### config.mk
export PLATFORM = sky130hd
export DESIGN_NAME = aes_perf_sampler
export DESIGN_NICKNAME = d
export VERILOG_FILES = /design/src/rtl/aes_perf_sampler.sv
export SDC_FILE = /design/constraint.sdc
export NUM_CORES = 1
export LEC_CHECK = 0
export BUFFER_PORTS_ARGS = -buffer_cell sky130_fd_sc_hd__buf_2
export CAP_MARGIN = 20
export CELL_PAD_IN_SITES_DETAIL_PLACEMENT = 1
export CELL_PAD_IN_SITES_GLOBAL_PLACEMENT = 1
export CORE_MARGIN = 2
export CORE_UTILIZATION = 40
export CTS_CLUSTER_DIAMETER = 80
export DETAILED_ROUTE_END_ITERATION = 10
export PLACE_DENSITY_LB_ADDON = 0.25
export SLEW_MARGIN = 20
export SYNTH_ARGS = -nofsm -noshare
export SYNTH_HDL_FRONTEND = slang
export SYNTH_SLANG_ARGS = --single-unit
### constraint.sdc
create_clock -name clk -period 9 [get_ports clk]
set_input_delay 1.8 -clock clk [delete_from_list [all_inputs] [get_ports clk]]
set_output_delay 1.8 -clock clk [all_outputs]
set_load 0.1 [all_outputs]
### src/rtl/aes_perf_sampler.sv
// aes_perf_sampler: times AES operations via an external perf-counter slave
// and queues {hi,lo} samples for the CPU. Option: AES_PERF_SAMPLER_EVENT_EN.
module aes_perf_sampler #(
   parameter int DEPTH    = 8,
   parameter int CTR_BASE = 0
) (
   input  logic        clk,
   input  logic        reset_n,
   input  logic        aes_start,
   input  logic        aes_done,
   output logic [2:0]  m_address,
   output logic        m_write,
   output logic        m_begintransfer,
   output logic [31:0] m_writedata,
   input  logic [31:0] m_readdata,
   input  logic [2:0]  s_address,
   input  logic        s_read,
   input  logic        s_write,
   input  logic [31:0] s_writedata,
   output logic [31:0] s_readdata
);

   localparam int AW = (DEPTH > 1) ? $clog2(DEPTH) : 1;
   localparam int CW = AW + 1;
   localparam logic [2:0] A_CTL = 3'(CTR_BASE);
   localparam logic [2:0] A_HI  = 3'(CTR_BASE + 1);
`ifdef AES_PERF_SAMPLER_EVENT_EN
   localparam int FW = 96;
   localparam logic [2:0] A_EVT = 3'(CTR_BASE + 2);
   typedef enum logic [3:0] {
      IDLE, GO, RUN, STOP, RD_LO, RD_HI, CAP, PUSH, EVT
   } state_t;
`else
   localparam int FW = 64;
   typedef enum logic [3:0] {
      IDLE, GO, RUN, STOP, RD_LO, RD_HI, CAP, PUSH
   } state_t;
`endif

   state_t state, state_nxt;

   logic          enable, clr_pend, overflow;
   logic [7:0]    drop_cnt;
   logic [31:0]   lo_q, hi_q;
   logic [FW-1:0] mem [DEPTH];
   logic [AW-1:0] wptr, rptr;
   logic [CW-1:0] count;
   logic          empty, full, push, pop, wr_en;
   logic          ctrl_wr, fifo_clr, busy;
   logic [FW-1:0] head, sample;
   logic [31:0]   status, rd_evt;
   logic          clr_fire, wr_nxt;
   logic [2:0]    addr_nxt;
   logic [31:0]   wdata_nxt;
   logic          unused_wdata;

   assign ctrl_wr  = s_write && (s_address == 3'd3);
   assign fifo_clr = ctrl_wr && s_writedata[1];
   assign empty    = (count == '0);
   assign full     = (count == CW'(DEPTH));
   assign pop      = s_read && (s_address == 3'd2) && !empty;
   assign push     = (state == PUSH);
   assign wr_en    = push && (!full || pop) && !fifo_clr;
   assign busy     = (state != IDLE);
   assign head     = mem[rptr];
   assign status   = {8'h0, drop_cnt, 4'h0, busy, overflow,
                      full, empty, 8'(count)};
   assign unused_wdata = ^s_writedata[31:3];

`ifdef AES_PERF_SAMPLER_EVENT_EN
   assign sample = {m_readdata, hi_q, lo_q};
   assign rd_evt = empty ? 32'h0 : head[95:64];
`else
   assign sample = {hi_q, lo_q};
   assign rd_evt = 32'h0;
`endif

   // State register
   always_ff @(posedge clk or negedge reset_n) begin
      if (!reset_n) state <= IDLE;
      else          state <= state_nxt;
   end

   // Next state, plus the master command to present with that state
   always_comb begin
      state_nxt = state;
      clr_fire  = 1'b0;
      unique case (state)
         IDLE: begin
            if (clr_pend)
               clr_fire = 1'b1;
            else if (aes_start && enable)
               state_nxt = GO;
         end
         GO:    state_nxt = RUN;
         RUN:   if (aes_done) state_nxt = STOP;
         STOP:  state_nxt = RD_LO;
         RD_LO: state_nxt = RD_HI;
         RD_HI: state_nxt = CAP;
`ifdef AES_PERF_SAMPLER_EVENT_EN
         CAP:   state_nxt = EVT;
         EVT:   state_nxt = PUSH;
`else
         CAP:   state_nxt = PUSH;
`endif
         PUSH:  state_nxt = IDLE;
         default: state_nxt = IDLE;
      endcase

      wr_nxt    = 1'b0;
      addr_nxt  = m_address;
      wdata_nxt = 32'h0;
      unique case (state_nxt)
         GO: begin
            wr_nxt   = 1'b1;
            addr_nxt = A_HI;
         end
         STOP: begin
            wr_nxt   = 1'b1;
            addr_nxt = A_CTL;
         end
         RD_LO: addr_nxt = A_CTL;
         RD_HI: addr_nxt = A_HI;
`ifdef AES_PERF_SAMPLER_EVENT_EN
         EVT:   addr_nxt = A_EVT;
`endif
         default: ;
      endcase
      if (clr_fire) begin
         wr_nxt    = 1'b1;
         addr_nxt  = A_CTL;
         wdata_nxt = 32'h1;
      end
   end

   // Registered master outputs; address holds between accesses
   always_ff @(posedge clk or negedge reset_n) begin
      if (!reset_n) begin
         m_address       <= 3'h0;
         m_write         <= 1'b0;
         m_begintransfer <= 1'b0;
         m_writedata     <= 32'h0;
      end else begin
         m_address       <= addr_nxt;
         m_write         <= wr_nxt;
         m_begintransfer <= wr_nxt;
         m_writedata     <= wdata_nxt;
      end
   end

   // Capture counter words as they return from the slave
   always_ff @(posedge clk or negedge reset_n) begin
      if (!reset_n) begin
         lo_q <= 32'h0;
         hi_q <= 32'h0;
      end else begin
         if (state == RD_HI) lo_q <= m_readdata;
         if (state == CAP)   hi_q <= m_readdata;
      end
   end

   // Control register, pending counter clear, drop and overflow tracking
   always_ff @(posedge clk or negedge reset_n) begin
      if (!reset_n) begin
         enable   <= 1'b0;
         clr_pend <= 1'b0;
         drop_cnt <= 8'h0;
         overflow <= 1'b0;
      end else begin
         if (ctrl_wr) enable <= s_writedata[0];
         if (ctrl_wr && s_writedata[2]) clr_pend <= 1'b1;
         else if (clr_fire)             clr_pend <= 1'b0;
         if (fifo_clr)
            drop_cnt <= 8'h0;
         else if (aes_start && busy && drop_cnt != 8'hff)
            drop_cnt <= drop_cnt + 8'd1;
         if (fifo_clr)
            overflow <= 1'b0;
         else if (push && full && !pop)
            overflow <= 1'b1;
      end
   end

   // Sample storage
   always_ff @(posedge clk) begin
      if (wr_en) mem[wptr] <= sample;
   end

   // FIFO pointers and occupancy
   always_ff @(posedge clk or negedge reset_n) begin
      if (!reset_n) begin
         wptr  <= '0;
         rptr  <= '0;
         count <= '0;
      end else if (fifo_clr) begin
         wptr  <= '0;
         rptr  <= '0;
         count <= '0;
      end else begin
         if (wr_en) wptr <= wptr + AW'(1);
         if (pop)   rptr <= rptr + AW'(1);
         unique case ({wr_en, pop})
            2'b10:   count <= count + CW'(1);
            2'b01:   count <= count - CW'(1);
            default: count <= count;
         endcase
      end
   end

   // Registered CPU read data
   always_ff @(posedge clk or negedge reset_n) begin
      if (!reset_n) begin
         s_readdata <= 32'h0;
      end else if (s_read) begin
         unique case (1'b1)
            (s_address == 3'd0): s_readdata <= status;
            (s_address == 3'd1): s_readdata <= empty ? 32'h0 : head[31:0];
            (s_address == 3'd2): s_readdata <= empty ? 32'h0 : head[63:32];
            (s_address == 3'd3): s_readdata <= {29'h0, clr_pend, 1'b0, enable};
            (s_address == 3'd4): s_readdata <= rd_evt;
            default:             s_readdata <= 32'h0;
         endcase
      end
   end

endmodule

==> results.yml, run 1 <==
grt:
  grt_pass1_vias: 13060
  grt_max_degree: 113
  grtUsageTotal_pct: 18.10
  antenna_found_initial: 0
  grt_pass1_wl_um: 84380
  grt_overflow: 0
cts:
  clk_path_buf_depth: 3
  path_clk_slew_ps: 60
  cts-hold-fix-buffers: 0
  h-tree-depth: 3
  cts-resized-gates: 0
  cts_tree: "built"
  cts_buffers: 68
  clock_sinks: 636
  clkLatencyLatePin_ps: 600
  root_buffer: "clkbuf_16"
  cts_setup_buffers: 0
synthesis:
  synth.cell_area_mm2: 0.02462
  synth_edf_count: 512
  synth_ff_type: "edfxtp_1"
  synth_seq_cells: 636
  async_flop_share_pct: 19.50
  synth-seq-area-share_pct: 75.04
  avgSynthCellArea_um2: 20.40
  synth_cell_type_count: 60
  ys_warn_count: 0
  netlist_instances: 1207
sta:
  setup_violations: 0
  fin_ws_ps: 4500
  max_freq_mhz: 222.2
  fin_crit_ps: 4500
  hold_viol: 0
  rsz0062_at_grt: "no"
  holdWs_ps: 500.1
  fin_worst_skew_ps: 22.02
  relSlewSlack_pct: 33.23
  tightest_slew_ps: 1002
  finalCritPeriodShare_pct: 50.00
  tns_ps: 0
  drv_slew: 0
placement:
  dp_hpwl_um: 29000
  placed_cells: 2027
  dp_slack_ps: 3817
  place_area_mm2: 0.02587
  globalplace.congestion: 0.7088
  numPortBuffers: 79
power:
  p_leak_nw: 9.842
  p_per_area_mw_per_mm2: 254.3
  p_total_mw: 7.144
  ir_worst_vdd_uv: 178.1
worst_setup_path:
  cpPeakStageDelay_ps: 880
  slowest_stage: "nor2_4"
  crit_path_start_kind: "input port"
  worstPathRequired_ps: 9220
  crit_chain: "buf_2 -> nand4bb_1 -> a21oi_1 -> nand3_1 -> nor2_4 -> buf_4"
  criticalPathCategory: "in2reg"
  endpoint_kind: "register"
  critPathMaxFanout: 40
  arrival_ps: 4720
die:
  die_x_um: 252.1
  io_pins: 142
  initial_core_util_pct: 40.64
  dieArea_mm2: 0.06356
  rows: 90
  dieHeight_um: 252.1
  core_area_mm2: 0.06058
drt:
  antenna_left: 0
  post_drt_wl_per_cell_um: 25.91
  drt-initial-drc-count: 714
  vias: 11980
  met1_length_um: 24160
  wl_met3_um: 2189
  firstDrtPassIters: 5
  top_layer_used: "met4"
  wl_um: 55790
  dr_wl_met2_um: 28030
  drcViolationCount: 0
  routed_via_density: 5.563
layout:
  fill_cells: 5587
  final_cell_mix: "512 x edfxtp_1, 128 x mux4_2, 121 x dfrtp_1"
  final_core_util_pct: 46.37
  drive_above_1_share_pct: 30.20
  layoutNonFillerInstCount: 2153
  area_growth_pct: 14.09
  diodes: 0
  final_cell_area_mm2: 0.02809
  nets: 1393
  layout_commonest_cell: "edfxtp_1"
job:
  drv_cap: 0
worst_hold_path:
  hold_path_class: "reg2reg"
outcome:
  status: "finished, final reports clean"
==> cell families after synthesis <==
logic type | after synthesis | share of synthesized area (%)
AO/OA/AOI/OAI | 104 | 3.125
XOR/XNOR | 15 | 0.5335
adder cells (fa/ha/maj) | 5 | 0.2541
buffers and inverters | 103 | 2.383
flip-flops | 636 | 75.04
multiplexers | 233 | 16.31
other | 1 | 0.01523
AND/OR/NAND/NOR | 110 | 2.332
==> layer usage <==
layer	vias to the layer above	track usage (%)
met2	278	30.29
met4	0	5.495
li1	5070	-
met1	6537	24.50
met5	-	0
met3	92	2.925
==> report_power, final <==
| part | internal, mW | switching (mW) | total (mW) |
|---|---|---|---|
| logic | 0.427 | 0.614 | 1.04 |
| clock network | 1.64 | 1.13 | 2.77 |
| registers | 3.21 | 0.116 | 3.33 |
| total | 5.28 | 1.86 | 7.14 |
==> critical path: cells and delay by family <==
kind | cells | cell delay, ps
AND/OR/NAND/NOR | 3 | 1550
buffers and inverters | 2 | 880
AO/OA/AOI/OAI | 1 | 420
==> registers in the layout, summed over array words and instances, names as in the netlist, 4 cells and up <==
signal      count
mem           512
state           4
s_readdata     32
count           4
hi_q           32
lo_q           32
drop_cnt        8
==> path summary, 6_finish.rpt <==
check / from / endpoint / slack (ps) / cells past startpoint
setup / recovery: s_address[2] / mem[5][44]$_DFFE_PP_ / 4500 / 6
hold / removal: s_readdata[27]$_DFFE_PN0P_ / s_readdata[27]$_DFFE_PN0P_ / 500 / 2
setup reg to reg: state[1]$_DFF_PN0_ / mem[5][44]$_DFFE_PP_ / 5160 / 5
hold reg to reg: s_readdata[27]$_DFFE_PN0P_ / s_readdata[27]$_DFFE_PN0P_ / 500 / 2
max in group asynchronous: reset_n / rptr[1]$_DFFE_PN0P_ / 6280 / 2
min in group asynchronous: reset_n / lo_q[14]$_DFFE_PN0P_ / 1330 / 1
==> layout make-up <==
type	instances	area [um2]	area share [%]
Clock buffer	103	1977	7.038
Clock inverter	23	239.0	0.8507
Inverter	6	22.52	0.08017
Multi-Input combinational cell	501	5781	20.58
Sequential cell	636	18490	65.81
Tap cell	782	978.4	3.483
Timing Repair Buffer	102	606.8	2.160
==> Yosys cell counts (4+ instances only) <==
master,count,share of area [%]
a21oi_1,11,0.22
a22oi_1,39,1.2
buf_1,7,0.11
buf_2,28,0.57
buf_4,42,1.3
clkbuf_1,19,0.29
dfrtp_1,124,13
edfxtp_1,512,62
ha_1,5,0.25
inv_1,6,0.091
mux2_1,4,0.18
mux2_2,62,2.8
mux2i_1,39,1.6
mux4_2,128,12
nand2_1,32,0.49
nand2b_1,4,0.10
nand3_1,4,0.081
nand4_1,5,0.13
nor2_1,37,0.56
nor3_1,5,0.10
o21a_1,4,0.12
o21ai_0,8,0.16
o221ai_1,24,0.85
xnor2_1,5,0.18
xor2_1,10,0.36
(Power assumes the default switching activity.)
==> run 2: changes to the inputs <==
==> constraint.sdc (replaced) <==
create_clock -name clk -period 4.1 [get_ports clk]
set_input_delay 0.82 -clock clk [delete_from_list [all_inputs] [get_ports clk]]
set_output_delay 0.82 -clock clk [all_outputs]
set_load 0.1 [all_outputs]
==> run 2 against run 1 <==
Compared with the run above:
- sequential share of layout area down 0.40 points
- clock power up 120%
- total power up 120%
- flip-flop and latch count unchanged
- cell count up 0.46%
- critical path depth down 1
- largest power group unchanged
==> results.yml, run 2 (synthesized netlist as in run 1, its figures left out) <==
sta:
  fin_crit_ps: 3061
  rsz0062_at_grt: "no"
  fin_worst_skew_ps: 26.32
  tightest_slew_ps: 834.3
  relSlewSlack_pct: 44.38
  drv_slew: 0
  finalCritPeriodShare_pct: 74.67
  hold_viol: 0
  max_freq_mhz: 326.7
  setup_violations: 0
  holdWs_ps: 126.9
worst_setup_path:
  slowest_stage: "nor2_4"
  worstPathRequired_ps: 4380
  critPathBufInv: 1
  endpoint_kind: "register"
  crit_path_start_kind: "register"
  crit_family: "simple AND/OR/NAND/NOR gates"
  arrival_ps: 3340
  crit_chain: "nand4b_2 -> a21oi_1 -> nand3b_1 -> nor2_4 -> buf_4"
  cpPeakStageDelay_ps: 600
  criticalPathCategory: "reg2reg"
  critPathMaxFanout: 13
layout:
  drive_above_1_share_pct: 30.63
  layout_commonest_cell: "edfxtp_1"
  area_growth_pct: 14.79
  final_cell_mix: "512 x edfxtp_1, 128 x mux4_2, 121 x dfrtp_1"
  largest_register_ffs: 512
  diodes: 0
  regMostFlops: "mem"
  fill_cells: 5599
  nets: 1402
cts:
  clkLatencyLatePin_ps: 610
  cts-hold-fix-buffers: 0
  cts_tree: "built"
  root_buffer: "clkbuf_16"
  cts-resized-gates: 0
  cts_setup_buffers: 0
  path_clk_slew_ps: 60
  cts_buffers: 69
  clk_path_buf_depth: 3
  h-tree-depth: 3
  clock_sinks: 636
drt:
  drcViolationCount: 0
  drt-initial-drc-count: 706
  wl_um: 54680
  vias: 11810
  post_drt_wl_per_cell_um: 25.28
  firstDrtPassIters: 5
  routed_via_density: 5.461
  antenna_left: 0
job:
  drv_cap: 0
die:
  initial_core_util_pct: 40.64
  core_area_mm2: 0.06058
  rows: 90
  die_x_um: 252.1
  dieHeight_um: 252.1
  dieArea_mm2: 0.06356
  io_pins: 142
power:
  ir_worst_vdd_uv: 355.3
  p_total_mw: 15.58
  p_leak_nw: 9.885
  p_per_area_mw_per_mm2: 551.3
grt:
  grt_pass1_vias: 12900
  grt_max_degree: 86
  grt_overflow: 0
  grt_pass1_wl_um: 83090
  antenna_found_initial: 0
  grtUsageTotal_pct: 17.78
placement:
  dp_hpwl_um: 29160
  numPortBuffers: 79
  globalplace.congestion: 0.7354
outcome:
  status: "finished, final reports clean"
worst_hold_path:
  hold_path_class: "in2async"
[run 2: where the power goes]
| part | total [mW] | internal [mW] | leakage, nW | switching [mW] |
|---|---|---|---|---|
| Sequential | 7.36 | 7.05 | 6.41 | 0.307 |
| Combinational | 2.24 | 0.961 | 2.41 | 1.28 |
| Clock | 5.98 | 3.49 | 1.06 | 2.49 |
[run 2: layout make-up]
| cell class | instances | area, um2 | area share [%] |
|---|---|---|---|
| multi-input cells | 501 | 5791 | 20.49 |
| clock inverters | 24 | 200.2 | 0.7083 |
| flip-flops and latches | 636 | 18490 | 65.41 |
| well taps | 782 | 978.4 | 3.462 |
| repair buffers | 110 | 804.5 | 2.847 |
| inverters | 6 | 22.52 | 0.07968 |
| clock buffers | 104 | 1981 | 7.008 |
[run 2: worst paths after layout]
path	end	slack [ps]	cells past startpoint	from
max reg2reg	mem[2][56]$_DFFE_PP_	1040	5	state[3]$_DFF_PN0_
min in group clk	hi_q[26]$_DFFE_PN0N_	450	2	m_readdata[26]
min reg2reg	s_readdata[29]$_DFFE_PN0P_	520	2	s_readdata[29]$_DFFE_PN0P_
min	s_readdata[23]$_DFFE_PN0P_	130	1	reset_n
max in group asynchronous	rptr[1]$_DFFE_PN0P_	2950	3	reset_n
max	mem[2][56]$_DFFE_PP_	1040	5	state[3]$_DFF_PN0_
[run 2: metal layers]
| layer | share of wire (%) | vias up | global-route usage (%) | wire [um] |
|---|---|---|---|---|
| met5 | 0 | - | 0 | 0 |
| met3 | 4.7 | 59 | 3.244 | 2582 |
| li1 | - | 5095 | - | - |
| met4 | 1.6 | 0 | 5.106 | 884 |
| met2 | 49 | 279 | 29.09 | 27060 |
| met1 | 44 | 6380 | 24.52 | 24160 |
[run 2: through the flow]
step	instances	utilization (%)	setup TNS [ps]	setup slack [ps]	cell area, um2
6_report	2163	46.65	0	1039	28260
5_1_grt	2163	46.65	0	849.1	28260
4_1_cts	2162	46.61	0	1006	28240
3_5_place_dp	2034	43.01	0	718.8	26060
3_3_place_gp	2034	43.01	0	738.9	26060
2_1_floorplan	1240	-	-320850	-691.6	24760
==> run 3: changes to the inputs <==
==> constraint.sdc (replaced) <==
create_clock -name clk -period 2.7 [get_ports clk]
set_input_delay 0.54 -clock clk [delete_from_list [all_inputs] [get_ports clk]]
set_output_delay 0.54 -clock clk [all_outputs]
set_load 0.1 [all_outputs]
==> run 3 against run 2 <==
Compared with the run above:
- critical path depth is 2 higher
- cell area rose by 1.9%
- critical endpoint is now mem[0][39]$_DFFE_PP_
- highest routed layer unchanged
- sequential share of layout area fell by 1.2 points
- utilization increased by 0.89 points
- hold slack better by 62 ps
- sequential power grew 49%
- largest power group unchanged
==> results.yml, run 3 (synthesized netlist as in run 1, its figures left out) <==
outcome:
  status: "finished, final reports clean"
worst_hold_path:
  hold_path_class: "in2reg"
  min-delay-start: "m_readdata[14]"
  holdPathStages: 2
  whs_endpoint: "hi_q[14]$_DFFE_PN0N_"
die:
  die_x_um: 252.1
  core_area_mm2: 0.06058
  rows: 90
  initial_core_util_pct: 40.64
  io_pins: 142
  dieArea_mm2: 0.06356
  dieHeight_um: 252.1
layout:
  layout_commonest_cell: "edfxtp_1"
  largest_register_ffs: 512
  layoutNonFillerInstCount: 2194
  final_cell_area_mm2: 0.02880
  regMostFlops: "mem"
  nets: 1434
  drive_above_1_share_pct: 32.46
  area_growth_pct: 16.98
  final_cell_mix: "512 x edfxtp_1, 128 x mux4_2, 121 x dfrtp_1"
worst_setup_path:
  r2r_start: "state[2]$_DFF_PN0_"
  r2r_setup_slack_ps: 330
  arrival_ps: 2650
  critPathMaxFanout: 19
  r2r_end: "mem[0][39]$_DFFE_PP_"
  crit_start: "state[2]$_DFF_PN0_"
  criticalPathCategory: "reg2reg"
  r2r_cells: 7
  endpoint_kind: "register"
  worstPathRequired_ps: 2980
  crit_path_start_kind: "register"
cts:
  root_buffer: "clkbuf_16"
  cts_setup_buffers: 0
  path_clk_slew_ps: 60
  clock_sinks: 636
  h-tree-depth: 3
  clkLatencyLatePin_ps: 600
  clk_path_buf_depth: 3
  cts_tree: "built"
  cts_buffers: 70
  cts-hold-fix-buffers: 1
  cts-resized-gates: 0
sta:
  tightest_slew_ps: 734.8
  finalCritPeriodShare_pct: 87.77
  hold_viol: 0
  fin_ws_ps: 330.3
  setup_violations: 0
  drv_slew: 0
  fin_crit_ps: 2370
  relSlewSlack_pct: 50.90
  fin_worst_skew_ps: 25.04
  rsz0062_at_grt: "no"
  max_freq_mhz: 422.0
placement:
  place_area_mm2: 0.02652
  placed_cells: 2065
  dp_slack_ps: 113.4
  numPortBuffers: 79
  dp_hpwl_um: 31430
  globalplace.congestion: 0.7292
power:
  p_per_area_mw_per_mm2: 835.7
  ir_worst_vdd_uv: 519.2
  p_leak_nw: 10.16
drt:
  firstDrtPassIters: 5
  vias: 12010
  post_drt_wl_per_cell_um: 25.20
  routed_via_density: 5.474
  wl_um: 55300
  antenna_left: 0
  drt-initial-drc-count: 804
  drcViolationCount: 0
grt:
  grt_pass1_wl_um: 84210
  grtUsageTotal_pct: 17.91
  antenna_found_initial: 0
  grt_pass1_vias: 13070
  grt_max_degree: 53
  grt_overflow: 0
job:
  drv_cap: 0
-- run 3: metal layers --
metal,up-vias,track usage (%),share of wire [%]
li1,5162,-,-
met1,6507,24.73,44
met2,271,29.52,49
met3,70,3.254,4.7
met4,0,4.649,1.6
met5,-,0,0
-- run 3: critical path, cell delays in order, from the launching register on --
cell,delay (ps)
dfrtp_1,560
nand4b_4,230
a21oi_4,300
nand3b_1,110
buf_4,190
nor3_4,250
buf_12,210
buf_12,190
-- run 3: final cells by class --
type                    count  area (um2)
clock inverters            18       183.9
repair buffers            141        1207
fillers                  5571       31780
inverters                   6       22.52
clock buffers             109        2091
well taps                 782       978.4
diodes                      1       2.502
flip-flops and latches    636       18490
multi-input cells         501        5832
-- run 3: per-stage QoR --
stage               hold WS, ps  utilization [%]  total power [mW]  TNS [ps]
detailed placement        482.4            43.77             14.97         0
finish                    189.1            47.54             24.07         0
global route              167.4            47.54             24.96         0
floorplan                 244.4                -             14.05    -99880
global placement          488.2            43.77             14.92         0
CTS                       143.8            47.54             24.40         0
-- run 3: where the power goes --
group	leakage (nW)	total [mW]	internal [mW]	switching, mW
Combinational	2.63	3.67	1.54	2.13
Clock	1.12	9.36	5.62	3.75
Sequential	6.41	11.0	10.7	0.328
Total	10.2	24.1	17.9	6.20
-- run 3: how the worst max path moves through the flow --
stage,to,slack [ps]
after floorplan,mem[0][0]$_DFFE_PP_,-730
after global placement,count[3]$_DFFE_PN0P_,150
after detailed placement,count[3]$_DFFE_PN0P_,110
after CTS,mem[1][33]$_DFFE_PP_,290
after global routing,count[3]$_DFFE_PN0P_,80
final,mem[0][39]$_DFFE_PP_,330
